<file path="config.mk">
export PLATFORM = sky130hd
export DESIGN_NAME = boot_rom_copier
export DESIGN_NICKNAME = d
export VERILOG_FILES = /design/src/rtl/boot_rom_copier.sv
export SDC_FILE = /design/constraint.sdc
export NUM_CORES = 1
export LEC_CHECK = 0
export CORE_MARGIN = 4
export CORE_UTILIZATION = 39
export CTS_CLUSTER_DIAMETER = 100
export CTS_CLUSTER_SIZE = 28
export DETAILED_ROUTE_END_ITERATION = 10
export HOLD_SLACK_MARGIN = 0.12
export PLACE_DENSITY = 0.94
export SLEW_MARGIN = 20
export SYNTH_ARGS = -nofsm -noshare
export SYNTH_HDL_FRONTEND = slang
export SYNTH_SLANG_ARGS = --single-unit
</file>
<file path="constraint.sdc">
create_clock -name clk -period 2 [get_ports clk]
set_input_delay 0.3 -clock clk [delete_from_list [all_inputs] [get_ports clk]]
set_output_delay 0.3 -clock clk [all_outputs]
set_load 0.1 [all_outputs]
</file>
<file path="src/rtl/boot_rom_copier.sv">
//============================================================================
// boot_rom_copier : copies NWORDS words from boot ROM to on-chip RAM after
//                   reset and holds the CPU in reset until the copy is done.
// Optional macro  : BOOT_COPY_CSUM_EN (running 32-bit sum of words read)
// Revision        : 1.0
//============================================================================
`default_nettype none

`ifndef ADDR_WIDTH
`define ADDR_WIDTH 32
`endif
`ifndef DATA_WIDTH
`define DATA_WIDTH 32
`endif
`ifndef BEN_WIDTH
`define BEN_WIDTH 4
`endif
`ifndef OCP_CMD_IDLE
`define OCP_CMD_IDLE  3'b000
`endif
`ifndef OCP_CMD_WRITE
`define OCP_CMD_WRITE 3'b001
`endif
`ifndef OCP_CMD_READ
`define OCP_CMD_READ  3'b010
`endif
`ifndef OCP_RESP_NULL
`define OCP_RESP_NULL 2'b00
`endif
`ifndef OCP_RESP_DVA
`define OCP_RESP_DVA  2'b01
`endif
`ifndef OCP_RESP_FAIL
`define OCP_RESP_FAIL 2'b10
`endif
`ifndef OCP_RESP_ERR
`define OCP_RESP_ERR  2'b11
`endif

module boot_rom_copier #(
  parameter logic [31:0] SRC_BASE  = 32'h0000_0000,
  parameter logic [31:0] DST_BASE  = 32'h1000_0000,
  parameter int unsigned NWORDS    = 1024,
  parameter bit          AUTOSTART = 1'b1
) (
  input  logic                   clk,
  input  logic                   nrst,
  input  logic                   i_start,
  output logic                   o_busy,
  output logic                   o_done,
  output logic                   o_err,
  output logic                   o_cpu_nrst,
  output logic [31:0]            o_csum,
  output logic [`ADDR_WIDTH-1:0] o_rd_MAddr,
  output logic [2:0]             o_rd_MCmd,
  input  logic                   i_rd_SCmdAccept,
  input  logic [`DATA_WIDTH-1:0] i_rd_SData,
  input  logic [1:0]             i_rd_SResp,
  output logic [`ADDR_WIDTH-1:0] o_wr_MAddr,
  output logic [2:0]             o_wr_MCmd,
  output logic [`DATA_WIDTH-1:0] o_wr_MData,
  output logic [`BEN_WIDTH-1:0]  o_wr_MByteEn,
  input  logic                   i_wr_SCmdAccept,
  input  logic [1:0]             i_wr_SResp
);

  localparam int unsigned AW = `ADDR_WIDTH;
  localparam int unsigned DW = `DATA_WIDTH;
  localparam int unsigned CW = (NWORDS == 0) ? 1 : $clog2(NWORDS + 1);
  localparam logic [CW-1:0] LAST = CW'(NWORDS);

  typedef enum logic [2:0] {
    S_IDLE    = 3'd0,
    S_RD_REQ  = 3'd1,
    S_RD_WAIT = 3'd2,
    S_WR_REQ  = 3'd3,
    S_WR_WAIT = 3'd4,
    S_DONE    = 3'd5,
    S_ERROR   = 3'd6
  } state_e;

  state_e        state_q, state_d;
  logic [CW-1:0] cnt_q, cnt_d;
  logic [DW-1:0] wdata_q, wdata_d;
  logic          auto_q, auto_d;
  logic          cpu_rel_q, cpu_rel_d;
  logic          go;
  logic [AW-1:0] src_addr, dst_addr;
`ifdef BOOT_COPY_CSUM_EN
  logic [31:0]   csum_q, csum_d;
`endif

  assign src_addr = SRC_BASE[AW-1:0] + (AW'(cnt_q) << 2);
  assign dst_addr = DST_BASE[AW-1:0] + (AW'(cnt_q) << 2);

  always_comb begin
    state_d   = state_q;
    cnt_d     = cnt_q;
    wdata_d   = wdata_q;
    auto_d    = auto_q;
    cpu_rel_d = cpu_rel_q;
    go        = 1'b0;
`ifdef BOOT_COPY_CSUM_EN
    csum_d    = csum_q;
`endif
    case (state_q)
      S_IDLE:          go = i_start | auto_q;
      S_DONE, S_ERROR: go = i_start;
      S_RD_REQ:  if (i_rd_SCmdAccept) state_d = S_RD_WAIT;
      S_RD_WAIT: begin
        case (i_rd_SResp)
          `OCP_RESP_DVA: begin
            wdata_d = i_rd_SData;
            state_d = S_WR_REQ;
`ifdef BOOT_COPY_CSUM_EN
            csum_d  = csum_q + i_rd_SData[31:0];
`endif
          end
          `OCP_RESP_FAIL, `OCP_RESP_ERR: state_d = S_ERROR;
          default: ;
        endcase
      end
      S_WR_REQ:  if (i_wr_SCmdAccept) state_d = S_WR_WAIT;
      S_WR_WAIT: begin
        case (i_wr_SResp)
          `OCP_RESP_DVA: begin
            cnt_d = cnt_q + CW'(1);
            if (cnt_q + CW'(1) == LAST) begin
              state_d   = S_DONE;
              cpu_rel_d = 1'b1;
            end else begin
              state_d   = S_RD_REQ;
            end
          end
          `OCP_RESP_FAIL, `OCP_RESP_ERR: state_d = S_ERROR;
          default: ;
        endcase
      end
      default: state_d = S_IDLE;
    endcase

    // Start is only honoured from the three non-busy states.
    if (go) begin
      auto_d = 1'b0;
      cnt_d  = '0;
`ifdef BOOT_COPY_CSUM_EN
      csum_d = '0;
`endif
      if (NWORDS == 0) begin
        state_d   = S_DONE;
        cpu_rel_d = 1'b1;
      end else begin
        state_d   = S_RD_REQ;
      end
    end
  end

  always_ff @(posedge clk or negedge nrst) begin
    if (!nrst) begin
      state_q   <= S_IDLE;
      cnt_q     <= '0;
      wdata_q   <= '0;
      auto_q    <= AUTOSTART;
      cpu_rel_q <= 1'b0;
    end else begin
      state_q   <= state_d;
      cnt_q     <= cnt_d;
      wdata_q   <= wdata_d;
      auto_q    <= auto_d;
      cpu_rel_q <= cpu_rel_d;
    end
  end

`ifdef BOOT_COPY_CSUM_EN
  always_ff @(posedge clk or negedge nrst) begin
    if (!nrst) csum_q <= '0;
    else       csum_q <= csum_d;
  end
  assign o_csum = csum_q;
`else
  assign o_csum = '0;
`endif

  assign o_busy     = state_q inside {S_RD_REQ, S_RD_WAIT, S_WR_REQ, S_WR_WAIT};
  assign o_done     = (state_q == S_DONE);
  assign o_err      = (state_q == S_ERROR);
  assign o_cpu_nrst = cpu_rel_q;

  assign o_rd_MCmd    = (state_q == S_RD_REQ) ? `OCP_CMD_READ : `OCP_CMD_IDLE;
  assign o_rd_MAddr   = (state_q == S_RD_REQ) ? src_addr : '0;
  assign o_wr_MCmd    = (state_q == S_WR_REQ) ? `OCP_CMD_WRITE : `OCP_CMD_IDLE;
  assign o_wr_MAddr   = (state_q == S_WR_REQ) ? dst_addr : '0;
  assign o_wr_MData   = (state_q == S_WR_REQ) ? wdata_q : '0;
  assign o_wr_MByteEn = (state_q == S_WR_REQ) ? '1 : '0;

endmodule

`default_nettype wire

</file>
==> impl_summary.txt <==
----------------------------------------------------
[Global routing]
  Number of antenna violations at the first check in global routing ... 0
  Largest net degree at the start of global routing ... 33
  Met3 Usage GRT ... 3.47%
  Met2 routing resource usage after global routing ... 31.5%
  Global-route total usage across every layer ... 17.1%
  First-pass GRT wire length ... 13600 um
  Number of global-route vias before repair ... 2624
  Aggregate global routing overflow ... 0
  Busiest grt layer ... met2
  Global routing met1 resource utilization ... 19.8%

[Logic synthesis]
  Number of synthesized flops with an enable pin ... 0
  Async set-reset flop share out of synthesis ... 100%
  Number of flip-flops and latches in the synthesized netlist ... 48
  Warnings from Yosys ... 0
  Number of unique standard cell types used by synthesis ... 45
  Count of mapped cells out of synthesis ... 330
  Syn Std Cell Area ... 3230 um2
  Primary flip-flop cell chosen by synthesis mapping ... dfrtp_1
  Average size of a mapped cell ... 9.79 um2
  Share of synthesized area occupied by flip-flops and latches ... 37.2%

[Setup path]
  List of cells traversed by the critical path ... nand2b_4, nor2_4, buf_6, buf_16, and2_2, buf_12
  Type of the worst setup path ... reg2out
  Slowest cell on the critical path ... dfrtp_2
  Maximum fanout along the worst path ... 12
  Dominant delay contributor by cell family on the critical path ... buffers and inverters
  Required time at the endpoint of the critical path ... 1.70 ns
  CP peak stage delay ... 0.45 ns
  Number of buffers and inverters on the critical path ... 3
  Startpoint Class ... flip-flop
  Setup crit end kind ... primary output
  Critical Path AT ... 1.67 ns

[Route]
  Count of antenna-violating nets left after detailed routing ... 0
  Avg WL per Cell ... 16.0 um
  Final wirelength ... 8890 um
  First-pass DRT Iterations ... 4
  Initial drt markers ... 168
  Mean number of vias per cell ... 4.65
  Routed via count ... 2591
  Remaining routing DRC violations ... 0

[Power]
  Switch Pwr ... 3.47 mW
  Leakage power figure ... 2.40 nW
  Switching portion of total power ... 50.8%
  Relative contribution of combinational cells to total power ... 68.1%
  Maximum vdd ir drop ... 1.22 mV
  Total internal power ... 3.36 mW
  Portion of total power attributed to the clock network ... 9.3%
  Part of the total power dissipated in sequential elements ... 22.6%
  Areal power density over the cells ... 1300 nW/um2
  Power consumption ... 6.84 mW

[Floorplanning]
  Chip Width ... 99.0 um
  Standard-cell row count ... 32
  Boundary Pins ... 183
  Core region area ... 7890 um2
  DIE AREA ... 9800 um2
  Starting density of the core ... 41.0%
  Die Height ... 99.0 um

[Cells and area]
  Final net count ... 496
  Share of post-route cells with drive strength above 1 ... 47.3%
  Most common cell after layout, fill and taps aside ... conb_1
  Post-route non-filler standard cell count ... 557
  N_diodes ... 0
  Post-synthesis to final-layout area growth ... 63.1%
  Top library cells by usage in the layout, fill and taps aside ... 77 x conb_1, 68 x buf_12, 44 x and2_4

[Timing]
  Worst slew margin relative to its limit ... 62.8%
  Worst-Margin Slew ... 0.557 ns
  Total Neg Setup Slack ... 0 ns
  Setup clock skew after layout ... 0.00885 ns
  Post-layout minimum cycle time ... 1.97 ns
  Final Setup Violations ... 0
  Max Transition Viols Final ... 0
  RSZ-0062 raised after global routing ... yes
  Maximum operating frequency ... 0.509 GHz
  Worst-case hold slack ... 0.483 ns
  Final worst slack ... 0.0335 ns
  Final period utilization ... 98.3%
  Hold Fails Final Rpt ... 0

[Clock network]
  Total CTS buffers ... 5
  Clock latency on the worst-skew pair ... 0.30 ns
  Sinks on Clock Net ... 48
  Max Buffers Root-to-Sink ... 2
  CTS Root Cell ... clkbuf_8
  Post-CTS clock slew at the launch and capture registers of the worst setup and hold paths ... 0.09 ns
  Clock tree from TritonCTS ... built
  Number of levels the H-tree was split into ... 2

[Placed design]
  Input/output buffers ... 105
  Cell count after placement ... 530
  Post-detailed-placement half-perimeter wirelength ... 6360 um
  Pre-CTS setup slack ... 0.0934 ns
  Placer congestion estimate ... 0.910

[Outcome]
  Outcome ... complete, no violations

[Run]
  Max Cap Violations ... 0

[Min path]
  Type of the worst min-delay path ... reg2reg

----------------------------------------------------
cells by family (layout without fill, tap and decap cells):
family	after synthesis	count (layout)	share of synthesized area, %
and+or+nand+nor	105	105	19.8
other	1	77	0.116
DFF	48	48	37.2
AOI/OAI and AO/OA	38	38	7.94
adders and majority gates	1	1	0.387
buffers and inverters	100	149	22.0
xor gates and xnor gates	3	3	0.813
muxes	34	34	11.8
power groups by stage:
stage | clock, mW | combinational (mW) | sequential [mW]
after global placement | 0 | 4.09 | 1.53
after floorplan | 0 | 3.17 | 1.48
after global routing | 0.686 | 4.85 | 1.59
after CTS | 0.651 | 4.48 | 1.52
final | 0.633 | 4.66 | 1.55
after detailed placement | 0 | 4.17 | 1.57
final cells by class:
cell class,instances,area (um2)
Clock buffer,6,82.6
Clock inverter,2,13.8
Fill cell,566,2620
Inverter,3,15.0
Multi-Input combinational cell,258,1770
Sequential cell,48,1210
Tap cell,102,128
Timing Repair Buffer,138,2060
cells in the mapped netlist, types with 2 or more instances:
master / number / area share (%)
o31ai_1: 2 / 0.46
o41ai_1: 2 / 0.54
nor3b_4: 2 / 1.2
o21ai_1: 2 / 0.31
nor3_1: 5 / 0.77
o21a_1: 2 / 0.46
and3_1: 3 / 0.58
o21ai_0: 13 / 2.0
nand2_1: 10 / 1.2
dfrtp_1: 47 / 36
buf_2: 6 / 0.93
a21oi_1: 8 / 1.2
buf_6: 2 / 0.70
and2_1: 58 / 11
a31o_2: 2 / 0.54
nand3_1: 5 / 0.77
inv_1: 2 / 0.23
buf_4: 83 / 19
nor2_1: 9 / 1.0
nand4_1: 4 / 0.77
mux2_2: 32 / 11
clkbuf_1: 6 / 0.70
xnor2_1: 2 / 0.54
nor2b_1: 2 / 0.39
repair_timing:
action / CTS / global route
hold buffers: 1 / 0
pin swaps: 1 / 6
endpoints found under the hold margin: 22 / 0
setup endpoints to repair: 54 / 64
buffers inserted: 9 / 5
cloned: 3 / 1
gates resized for setup: 13 / 36
routing by layer:
| layer | routed length, um | share of wire (%) |
|---|---|---|
| met1 | 3340 | 38 |
| met2 | 4830 | 54 |
| met3 | 611 | 6.9 |
| met4 | 116 | 1.3 |
| met5 | 0 | 0 |
state kept, by name, summed over array words and instances, names as in the netlist:
register / count
wdata_q: 32
o_cpu_nrst: 1
state_q: 3
cnt_q: 11
auto_q: 1
worst paths after layout:
check	from	end	slack, ns	cells after the start
worst max register to register	state_q[0]	cnt_q[6]	0.14	7
min in group asynchronous	nrst	cnt_q[6]	0.51	2
max in group asynchronous	nrst	auto_q	0.87	3
worst min-delay path	o_cpu_nrst	o_cpu_nrst	0.48	1
worst min register to register	o_cpu_nrst	o_cpu_nrst	0.48	1
worst max-delay path	state_q[2]	o_wr_MAddr[11]	0.03	6
stage by stage:
step / utilization [%] / area (um2)
2_1_floorplan: - / 3610
3_3_place_gp: 61.6 / 4860
3_5_place_dp: 61.6 / 4860
4_1_cts: 65.1 / 5140
5_1_grt: 66.8 / 5270
6_report: 66.8 / 5270
Note: power is estimated with default switching activity, not from simulation.
